**config.mk**
```make
export PLATFORM = sky130hd
export DESIGN_NAME = cmp_result_monitor_flat
export DESIGN_NICKNAME = d
export VERILOG_FILES = /design/src/rtl/cmp_result_monitor_if.sv /design/src/rtl/cmp_result_monitor.sv /design/src/flat_wrapper.sv
export SDC_FILE = /design/constraint.sdc
export NUM_CORES = 1
export LEC_CHECK = 0
export BUFFER_PORTS_ARGS = -buffer_cell sky130_fd_sc_hd__buf_4
export CELL_PAD_IN_SITES_DETAIL_PLACEMENT = 0
export CELL_PAD_IN_SITES_GLOBAL_PLACEMENT = 1
export CORE_MARGIN = 2
export CORE_UTILIZATION = 39
export DETAILED_ROUTE_END_ITERATION = 8
export PLACE_DENSITY_LB_ADDON = 0.05
export SKIP_LAST_GASP = 1
export SYNTH_ARGS = -nofsm -noshare
export SYNTH_HDL_FRONTEND = slang
export SYNTH_SLANG_ARGS = --single-unit
```
**constraint.sdc**
```tcl
create_clock -name clk -period 2.7 [get_ports clk]
set_clock_uncertainty 0.15 [all_clocks]
set_input_delay 0.54 -clock clk [delete_from_list [all_inputs] [get_ports clk]]
set_output_delay 0.54 -clock clk [all_outputs]
set_load 0.02 [all_outputs]
```
**src/rtl/cmp_result_monitor_if.sv**
```systemverilog
// cmp_result_monitor_if
//   Groups the comparator-sample inputs and the monitor result outputs of
//   cmp_result_monitor. clk/rst are not part of the bundle.
//   Ports (signals):
//     en, clr, sample          control from the sweep controller
//     f1, f2, f3               comparator A>B, A==B, A<B flags
//     gt_cnt, eq_cnt, lt_cnt   per-class saturating tallies (CNT_W bits)
//     run_len, run_flag        current run length and its threshold flag
//     err, busy                non-one-hot fault flag, monitor running
//   Modports: master drives the inputs, slave is the monitor itself.
interface cmp_result_monitor_if #(
    parameter int unsigned CNT_W = 8
);
    logic             en;
    logic             clr;
    logic             sample;
    logic             f1;
    logic             f2;
    logic             f3;
    logic [CNT_W-1:0] gt_cnt;
    logic [CNT_W-1:0] eq_cnt;
    logic [CNT_W-1:0] lt_cnt;
    logic [CNT_W-1:0] run_len;
    logic             run_flag;
    logic             err;
    logic             busy;

    modport master (
        output en, clr, sample, f1, f2, f3,
        input  gt_cnt, eq_cnt, lt_cnt, run_len, run_flag, err, busy
    );

    modport slave (
        input  en, clr, sample, f1, f2, f3,
        output gt_cnt, eq_cnt, lt_cnt, run_len, run_flag, err, busy
    );
endinterface

```
**src/rtl/cmp_result_monitor.sv**
```systemverilog
// cmp_result_monitor
//   Registers the 2-bit magnitude comparator's greater/equal/less flags on
//   each sample strobe, keeps saturating tallies per result class, tracks the
//   length of the current run of identical results and latches a fault when a
//   non-one-hot pattern is sampled.
//   Ports:
//     clk   rising-edge clock
//     rst   synchronous active-high reset
//     bus   cmp_result_monitor_if.slave (en, clr, sample, f1..f3 in;
//           gt/eq/lt counts, run_len, run_flag, err, busy out)
module cmp_result_monitor #(
    parameter int unsigned CNT_W  = 8,
    parameter int unsigned RUN_TH = 4
) (
    input  logic                 clk,
    input  logic                 rst,
    cmp_result_monitor_if.slave  bus
);

    typedef enum logic [1:0] {
        ST_IDLE = 2'b00,
        ST_RUN  = 2'b01,
        ST_ERR  = 2'b10
    } state_t;

    typedef enum logic [1:0] {
        CLS_NONE = 2'b00,
        CLS_GT   = 2'b01,
        CLS_EQ   = 2'b10,
        CLS_LT   = 2'b11
    } cls_t;

    localparam logic [CNT_W-1:0] CNT_MAX  = '1;
    localparam logic [CNT_W-1:0] RUN_TH_C = CNT_W'(RUN_TH);

    state_t           r_state;
    cls_t             r_last;
    logic [CNT_W-1:0] r_gt_cnt;
    logic [CNT_W-1:0] r_eq_cnt;
    logic [CNT_W-1:0] r_lt_cnt;
    logic [CNT_W-1:0] r_run_len;
    logic             r_err;
    logic             r_busy;

    logic [2:0]       w_pattern;
    logic             w_onehot;
    cls_t             w_cls;

    function automatic logic [CNT_W-1:0] sat_inc(input logic [CNT_W-1:0] v);
        return (v == CNT_MAX) ? v : v + CNT_W'(1);
    endfunction

    assign w_pattern = {bus.f1, bus.f2, bus.f3};

    always_comb begin
        w_onehot = 1'b0;
        w_cls    = CLS_NONE;
        case (w_pattern)
            3'b100: begin w_onehot = 1'b1; w_cls = CLS_GT; end
            3'b010: begin w_onehot = 1'b1; w_cls = CLS_EQ; end
            3'b001: begin w_onehot = 1'b1; w_cls = CLS_LT; end
            default: begin w_onehot = 1'b0; w_cls = CLS_NONE; end
        endcase
    end

    always_ff @(posedge clk) begin
        if (rst || bus.clr) begin
            r_state   <= ST_IDLE;
            r_last    <= CLS_NONE;
            r_gt_cnt  <= '0;
            r_eq_cnt  <= '0;
            r_lt_cnt  <= '0;
            r_run_len <= '0;
            r_err     <= 1'b0;
            r_busy    <= 1'b0;
        end else begin
            case (r_state)
                ST_IDLE: begin
                    // The sample coincident with entering RUN is dropped.
                    if (bus.en) begin
                        r_state <= ST_RUN;
                        r_busy  <= 1'b1;
                    end
                end
                ST_RUN: begin
                    if (!bus.en) begin
                        r_state <= ST_IDLE;
                        r_busy  <= 1'b0;
                    end else if (bus.sample) begin
                        if (w_onehot) begin
                            case (w_cls)
                                CLS_GT:  r_gt_cnt <= sat_inc(r_gt_cnt);
                                CLS_EQ:  r_eq_cnt <= sat_inc(r_eq_cnt);
                                CLS_LT:  r_lt_cnt <= sat_inc(r_lt_cnt);
                                default: ;
                            endcase
                            r_run_len <= (w_cls == r_last) ? sat_inc(r_run_len) : CNT_W'(1);
                            r_last    <= w_cls;
                        end else begin
                            r_state <= ST_ERR;
                            r_err   <= 1'b1;
                            r_busy  <= 1'b0;
                        end
                    end
                end
                ST_ERR: begin
                    // Frozen until clr/rst.
                end
                default: begin
                    r_state <= ST_IDLE;
                    r_busy  <= 1'b0;
                end
            endcase
        end
    end

    assign bus.gt_cnt   = r_gt_cnt;
    assign bus.eq_cnt   = r_eq_cnt;
    assign bus.lt_cnt   = r_lt_cnt;
    assign bus.run_len  = r_run_len;
    assign bus.run_flag = (r_run_len >= RUN_TH_C);
    assign bus.err      = r_err;
    assign bus.busy     = r_busy;

endmodule

```
**src/flat_wrapper.sv**
```systemverilog
// flat-port wrapper written by rule: the top's interface ports become plain ports
module cmp_result_monitor_flat 
#(
    parameter int unsigned CNT_W  = 8,
    parameter int unsigned RUN_TH = 4
)
  (clk, rst, bus_en, bus_clr, bus_sample, bus_f1, bus_f2, bus_f3, bus_gt_cnt, bus_eq_cnt, bus_lt_cnt, bus_run_len, bus_run_flag, bus_err, bus_busy);
  cmp_result_monitor_if #(.CNT_W(CNT_W)) bus_i ();
  input  logic clk;
  input  logic rst;
  input wire logic [$bits(bus_i.en)-1:0] bus_en;
  input wire logic [$bits(bus_i.clr)-1:0] bus_clr;
  input wire logic [$bits(bus_i.sample)-1:0] bus_sample;
  input wire logic [$bits(bus_i.f1)-1:0] bus_f1;
  input wire logic [$bits(bus_i.f2)-1:0] bus_f2;
  input wire logic [$bits(bus_i.f3)-1:0] bus_f3;
  output wire logic [$bits(bus_i.gt_cnt)-1:0] bus_gt_cnt;
  output wire logic [$bits(bus_i.eq_cnt)-1:0] bus_eq_cnt;
  output wire logic [$bits(bus_i.lt_cnt)-1:0] bus_lt_cnt;
  output wire logic [$bits(bus_i.run_len)-1:0] bus_run_len;
  output wire logic [$bits(bus_i.run_flag)-1:0] bus_run_flag;
  output wire logic [$bits(bus_i.err)-1:0] bus_err;
  output wire logic [$bits(bus_i.busy)-1:0] bus_busy;
  assign bus_i.en = bus_en;
  assign bus_i.clr = bus_clr;
  assign bus_i.sample = bus_sample;
  assign bus_i.f1 = bus_f1;
  assign bus_i.f2 = bus_f2;
  assign bus_i.f3 = bus_f3;
  assign bus_gt_cnt = bus_i.gt_cnt;
  assign bus_eq_cnt = bus_i.eq_cnt;
  assign bus_lt_cnt = bus_i.lt_cnt;
  assign bus_run_len = bus_i.run_len;
  assign bus_run_flag = bus_i.run_flag;
  assign bus_err = bus_i.err;
  assign bus_busy = bus_i.busy;
  cmp_result_monitor #(.CNT_W(CNT_W), .RUN_TH(RUN_TH)) u_core (.clk(clk), .rst(rst), .bus(bus_i));
endmodule
```
==> results.md, run 1 <==
| Result | Value | Unit |
|:---|:---|:---|
| Core region area | 4660 | sq um |
| Sequential-to-total area share from yosys stat | 40.0 | % |
| Clock-pin slew reported for the worst setup and hold paths after clock tree synthesis | 0.07 | ns |
| Detailed Routing Iterations Pass 1 | 4 | - |
| Most common flop cell mapped by yosys | sky130_fd_sc_hd__dfxtp_1 | - |
| Area added between synthesis and finish | 23.6 | % |
| Critical Path Max Stage Delay | 0.46 | ns |
| LEAKAGE | 0.891 | nW |
| Detailed-placement wirelength estimate | 2670 | um |
| Final min period | 2.14 | ns |
| Transition time at the pin with the least slew margin | 0.569 | ns |
| Worst Hold Path EP | u_core.r_state[0] | - |
| Depth of the worst hold-timing path | 2 | - |
| Post-route total power | 0.986 | mW |
| Synth area leader | sky130_fd_sc_hd__dfxtp_1 | - |
| Worst skew pair latency | 0.28 | ns |
| Post-route non-filler standard cell count | 310 | - |
| Power per unit of standard cell area | 431 | nW/um^2 |
| Worst IR drop on VDD | 0.241 | mV |
| DRC | 0 | - |
| Via count of the first global-routing pass | 1,361 | - |
| Buffers from clock root to sink, at most | 2 | - |
| Kind of path behind the tightest hold check | input pin to flop | - |
| Count of hold-fix buffers inserted at cts | 0 | - |
| Standard cell with the maximum stage delay on the critical path | sky130_fd_sc_hd__nor4b_1 | - |
| Crit-path max FO | 6 | - |
| Register-to-register path setup slack | 0.56 | ns |
| Count of mapped cells out of synthesis | 214 | - |
| PostCTS Resize Cnt | 0 | - |
| Instance count on the critical path | 5 | - |
| Post-synthesis mux area share | 1.89 | % |
| TritonCTS Sinks | 37 | - |
| Input/output buffers | 42 | - |
| Simple-Gate Fraction of Synth Area | 29.2 | % |
| Global-route wire length before repair | 6310 | um |
| Critical path arrival | 2.22 | ns |
| Die area | 5320 | sq um |
| Status | complete, no violations | - |
| Post-route clock period utilization | 79.4 | % |
| Final setup violation count | 0 | - |
| N_diodes | 0 | - |
| Nets | 269 | - |
| Endpoint of the worst-slack reg-to-reg timing path | u_core.bus.lt_cnt[3] | - |
| Count of endpoints failing hold in the final timing report | 0 | - |
| Number of placed I/O pins | 43 | - |
| Final slew viol count | 0 | - |
| Worst Setup Path Type | flop to flop | - |
| Pin count of the biggest net entering global routing | 20 | - |
| Fill count | 462 | - |
| Number of antenna-violating nets in the routed design | 0 | - |
| Async set-or-reset flop fraction in the synthesized netlist | 0 | % |
| Synthesized-area fraction occupied by xor and xnor cells | 11.8 | % |
| Highest-count cells in the layout ignoring fill and taps | sky130_fd_sc_hd__buf_4 (43), sky130_fd_sc_hd__nor2_1 (38), sky130_fd_sc_hd__dfxtp_1 (37) | - |
| Die W | 72.9 | um |
| Number of antenna violations at the first check in global routing | 0 | - |
| Number of vias in the routed layout | 1,585 | - |
| Data required, critical path | 2.77 | ns |
| Number of cells after detailed placement | 303 | - |
| Final weighted congestion in routability-driven placement | 0.745 | - |
| Main combinational cell family by area after synthesis | simple AND/OR/NAND/NOR gates | - |
| Timing-limited maximum frequency | 0.467 | GHz |
| Leftover overflow at the end of global routing | 0 | - |
| Total Negative Setup Slacks | 0 | ns |
| Cell Chain, Critical Path | nand4b_1, nor4b_1, o21ai_0, or3_1, a21oi_1 | - |
| Post-CTS Setup Repair Bufs | 0 | - |
| Count of standard-cell rows | 25 | - |
| Number of unique standard cell types used by synthesis | 44 | - |
| Start point of the worst hold path | bus_sample | - |
| Cts bufs inserted | 5 | - |
| Critical R2R Launch | u_core.r_state[0] | - |
| Cell area after technology mapping | 1850 | sq um |
| Most common cell after layout, fill and taps aside | sky130_fd_sc_hd__buf_4 | - |
| Clock root buffer | sky130_fd_sc_hd__clkbuf_8 | - |
| Cell types with the largest area share after synthesis | sky130_fd_sc_hd__dfxtp_1 (40%), sky130_fd_sc_hd__xor2_1 (8.5%), sky130_fd_sc_hd__nor2_1 (7.7%), sky130_fd_sc_hd__nand2_1 (3.9%), sky130_fd_sc_hd__ha_1 (3.4%) | - |
| RSZ-0062 raised after global routing | no | - |
| Max-slew headroom at the worst pin | 61.7 | % |
| Layout Utilization | 49.1 | % |
| Synthesized area per cell | 8.65 | sq um |
| Portion of synthesized cell area occupied by the leading cell type | 40.0 | % |
| Starting Density | 39.7 | % |
| Layout cells sized above 1 | 22.7 | % |
| Critical Path End Type | flop | - |
| Drt first-iter violations | 63 | - |
| Number of enable-type register cells in the synthesized netlist | 0 | - |
| Aggregate routed wire length | 3830 | um |
| Number of nets in the synthesized netlist | 227 | - |
| Number of maximum-capacitance constraint violations | 0 | - |
| Kind of cell adding the most delay to the critical path | simple AND/OR/NAND/NOR gates | - |
| Wire length per cell after detailed routing | 12.3 | um |
| Sum of buffers and inverters on the critical path | 0 | - |
| Gr usage total | 15.1 | % |
| Fraction of the mapped netlist area in compound gates | 10.6 | % |
| Yosys reg bits | 37 | - |
| Setup crit start kind | flop | - |
| H-tree depth reported by CTS | 2 | - |
| Logic depth of the worst register-to-register path | 5 | - |
| Die H | 72.9 | um |
| Via density per instance | 5.11 | - |
| Adder-Cell Fraction of Synth Area | 3.38 | % |
| Clock tree from TritonCTS | yes | - |
| Number of warnings issued by yosys | 0 | - |
## synthesized netlist by cell type (all sizes together) (2+ instances only)
master    n
nand4     9
xnor2     7
xor2     18
or3       2
or2       2
nand3     5
and3      9
o211ai    2
inv       5
o2111ai   2
nand4bb   2
mux2i     2
buf       2
nor3      7
o21ai     4
clkbuf    6
o21a      2
a211oi    2
nor3b     2
a21oi     8
a31oi     2
nand2    19
nor2     38
dfxtp    37
ha        5
nand4b    2
## state kept, by name, indices dropped and copies added, names as in the netlist
signal and cells:
u_core.bus.eq_cnt 8, u_core.bus.gt_cnt 8, u_core.bus.lt_cnt 8, u_core.bus.run_len 8, u_core.r_last 2, u_core.r_state 2
u_core.bus.err 1
## per-stage QoR
step                worst slack, ns  instance area, sq um  hold WS (ns)
finish                        0.558                  2290         0.299
global route                  0.282                  2290         0.307
CTS                           0.513                  2290         0.293
detailed placement            0.291                  2200         0.317
global placement              0.215                  2200         0.311
floorplan                     0.595                  1850         0.345
## power breakdown
part           switching, mW  total [mW]  internal [mW]  leakage [nW]
Clock                  0.190       0.393          0.203        0.0443
Sequential           0.00113       0.547          0.546         0.298
Combinational         0.0284      0.0459         0.0175         0.548
Total                  0.220       0.986          0.766         0.891
## final cells by class
| cell class | instances | area, sq um | area share, % |
|---|---|---|---|
| clock buffer | 7 | 86.3 | 3.77 |
| tap | 54 | 67.6 | 2.95 |
| multi-input combinational | 164 | 1050 | 46.0 |
| inverter | 5 | 18.8 | 0.820 |
| timing repair buffer | 43 | 323 | 14.1 |
| sequential | 37 | 741 | 32.3 |
## routing by layer
metal,vias up,wire length (um),GRT usage (%)
met5,-,0,0
met4,0,65,6.79
met3,7,171,3.45
met2,32,1640,21.9
met1,715,1950,21.2
li1,831,-,-
## worst max path at each step
stage | end | slack [ns] | from
3_5_place_dp | u_core.bus.lt_cnt[7] | 0.29 | bus_sample
6_report | u_core.bus.lt_cnt[3] | 0.56 | u_core.r_state[0]
3_3_place_gp | u_core.bus.lt_cnt[7] | 0.22 | bus_sample
4_1_cts | u_core.bus.lt_cnt[7] | 0.51 | u_core.r_state[0]
2_1_floorplan | u_core.bus.run_len[1] | 0.59 | bus_f2
5_1_grt | u_core.bus.lt_cnt[7] | 0.28 | u_core.r_state[0]
## kinds of logic (layout without fill, tap and decap cells)
kind of cell / Yosys count / after routing
buffers and inverters: 13 / 55
and+or+nand+nor: 105 / 105
muxes: 3 / 3
DFF: 37 / 37
xor gates and xnor gates: 25 / 25
AOI/OAI and AO/OA: 26 / 26
adders and majority gates: 5 / 5
No activity file was read; power rests on OpenSTA's default activity.
==> inputs of run 2 (changes only) <==
==> constraint.sdc (replaced) <==
create_clock -name clk -period 2.2 [get_ports clk]
set_clock_uncertainty 0.15 [all_clocks]
set_input_delay 0.44 -clock clk [delete_from_list [all_inputs] [get_ports clk]]
set_output_delay 0.44 -clock clk [all_outputs]
set_load 0.02 [all_outputs]
==> run 2 against run 1 <==
Via count is 2.1% higher. Critical path depth rose by 2. Combinational power is 33% higher. Sequential power is 23% higher. Largest cell class unchanged. Highest routed layer unchanged. Critical endpoint is now u_core.bus.gt_cnt[4]. Setup slack worse by 0.36 ns. Core utilization is 2.0 points higher. Clock-buffer cell count unchanged.
==> results.md, run 2 (same netlist as run 1, synthesis figures left out) <==
| Result | Value | Unit |
|:---|:---|:---|
| Status | complete, no violations | - |
| Sequential cell area | 741 | sq um |
| Aggregate routed wire length | 3900 | um |
| Fraction of power consumed by combinational cells | 5.1 | % |
| Worst skew pair latency | 0.29 | ns |
| Final min period | 2.01 | ns |
| DRC | 0 | - |
| Wire length per cell after detailed routing | 12.1 | um |
| Max-slew headroom at the worst pin | 75.7 | % |
| Highest-count cells in the layout ignoring fill and taps | sky130_fd_sc_hd__buf_4 (55), sky130_fd_sc_hd__nor2_1 (38), sky130_fd_sc_hd__dfxtp_1 (37) | - |
| Count of endpoints failing hold in the final timing report | 0 | - |
| Setup crit start kind | flop | - |
| Switching Share | 23.4 | % |
| Standard cell with the maximum stage delay on the critical path | sky130_fd_sc_hd__dfxtp_1 | - |
| Number of antenna violations at the first check in global routing | 0 | - |
| Min setup slack post-route | 0.195 | ns |
| Drt first-iter violations | 55 | - |
| Critical Path Max Stage Delay | 0.40 | ns |
| Die W | 72.9 | um |
| Starting Density | 39.7 | % |
| Crit-path max FO | 6 | - |
| Sequential share of power | 55.9 | % |
| Die area | 5320 | sq um |
| Internal power summed over all cells | 0.920 | mW |
| Buffers from clock root to sink, at most | 2 | - |
| LEAKAGE | 0.945 | nW |
| Number of antenna-violating nets in the routed design | 0 | - |
| Sum of buffers and inverters on the critical path | 1 | - |
| Number of vias in the routed layout | 1,619 | - |
| Layout cells sized above 1 | 26.4 | % |
| Critical R2R Launch | u_core.r_state[0] | - |
| Detailed-placement wirelength estimate | 2770 | um |
| Pin count of the biggest net entering global routing | 20 | - |
| Number of maximum-capacitance constraint violations | 0 | - |
| Post-route total power | 1.20 | mW |
| Area of the multi-input gates | 1060 | sq um |
| TritonCTS Sinks | 37 | - |
| Fill count | 470 | - |
| Clock tree from TritonCTS | yes | - |
| H-tree depth reported by CTS | 2 | - |
| RSZ-0062 raised after global routing | no | - |
| Number of placed I/O pins | 43 | - |
| Timing-limited maximum frequency | 0.499 | GHz |
| Clk network pwr share | 39.0 | % |
| Via density per instance | 5.01 | - |
| Endpoint of the worst-slack reg-to-reg timing path | u_core.bus.gt_cnt[4] | - |
| Power per unit of standard cell area | 504 | nW/um^2 |
| Setup WS pre-CTS | -0.0278 | ns |
| Final weighted congestion in routability-driven placement | 0.723 | - |
| Start point of the worst hold path | bus_sample | - |
| Transition time at the pin with the least slew margin | 0.361 | ns |
| Most common cell after layout, fill and taps aside | sky130_fd_sc_hd__buf_4 | - |
| Data required, critical path | 2.24 | ns |
| Post-route clock period utilization | 91.1 | % |
| Register-to-register path setup slack | 0.19 | ns |
| Worst Hold Path EP | u_core.r_state[0] | - |
| Leftover overflow at the end of global routing | 0 | - |
| Via count of the first global-routing pass | 1,420 | - |
| Switch Pwr | 0.281 | mW |
| Critical path arrival | 2.04 | ns |
| Logic depth of the worst register-to-register path | 7 | - |
| Final slew viol count | 0 | - |
| Depth of the worst hold-timing path | 2 | - |
| Core region area | 4660 | sq um |
| Cts bufs inserted | 5 | - |
| N_diodes | 0 | - |
| Kind of path behind the tightest hold check | input pin to flop | - |
| Area added between synthesis and finish | 28.7 | % |
| Count of standard-cell rows | 25 | - |
| Detailed Routing Iterations Pass 1 | 4 | - |
| Critical Path End Type | flop | - |
| Clock-pin slew reported for the worst setup and hold paths after clock tree synthesis | 0.07 | ns |
| Global-route wire length before repair | 6610 | um |
| Clock root buffer | sky130_fd_sc_hd__clkbuf_8 | - |
| Count of hold-fix buffers inserted at cts | 0 | - |
| Worst IR drop on VDD | 0.200 | mV |
| Die H | 72.9 | um |
| Worst Setup Path Type | flop to flop | - |
| Input/output buffers | 42 | - |
| Final setup violation count | 0 | - |
| Kind of cell adding the most delay to the critical path | simple AND/OR/NAND/NOR gates | - |
| Cell Chain, Critical Path | nand4b_1, or3_4, a311oi_4, buf_4, nand4_1, xor2_1, nor2_1 | - |
| Nets | 281 | - |
| Gr usage total | 15.8 | % |
[run 2: worst max path at each step]
stage | from | to | slack, ns | cells past startpoint
after floorplan | u_core.r_state[0] | u_core.bus.gt_cnt[7] | 0.15 | 6
after global placement | bus_sample | u_core.bus.lt_cnt[7] | -0.08 | 8
after detailed placement | bus_sample | u_core.bus.lt_cnt[3] | -0.03 | 7
after CTS | u_core.r_state[0] | u_core.bus.lt_cnt[3] | 0.08 | 6
after global routing | u_core.r_state[0] | u_core.bus.lt_cnt[7] | 0.04 | 7
final | u_core.r_state[0] | u_core.bus.gt_cnt[4] | 0.19 | 7
[run 2: layout make-up]
type                            count  area share [%]
Tap cell                           54            2.83
Inverter                            5           0.787
Clock buffer                        7            3.20
Clock inverter                      1           0.315
Sequential cell                    37            31.1
Multi-Input combinational cell    164            44.5
Timing Repair Buffer               55            17.3
[run 2: power by group through the flow]
stage / Combinational, mW / Sequential (mW) / Clock (mW)
after detailed placement: 0.0609 / 0.687 / 0
after CTS: 0.0610 / 0.672 / 0.492
after floorplan: 0.0372 / 0.688 / 0
final: 0.0610 / 0.672 / 0.468
after global routing: 0.0692 / 0.672 / 0.519
after global placement: 0.0610 / 0.687 / 0
[run 2: repair_timing]
item                                   4_1_cts  5_1_grt
endpoints found under the hold margin        0        0
gates resized for setup                      0        2
buffers inserted                             0        3
setup endpoints to repair                    0        8
[run 2: metal layers]
| metal | wire length (um) | track usage, % | up-vias |
|---|---|---|---|
| met5 | 0 | 0 | - |
| met1 | 2020 | 23.1 | 729 |
| met3 | 194 | 4.28 | 6 |
| li1 | - | - | 850 |
| met4 | 71 | 6.79 | 0 |
| met2 | 1620 | 21.6 | 34 |
[run 2: stage by stage]
stage / utilization, % / TNS (ns) / area (sq um) / std cells / hold WS [ns]
after floorplan: - / 0 / 1850 / 214 / 0.345
after global placement: 48.7 / -0.223 / 2270 / 312 / 0.312
after detailed placement: 48.7 / -0.0859 / 2270 / 312 / 0.313
after CTS: 50.5 / 0 / 2350 / 320 / 0.177
after global routing: 51.1 / 0 / 2380 / 323 / 0.198
final: 51.1 / 0 / 2380 / 323 / 0.194
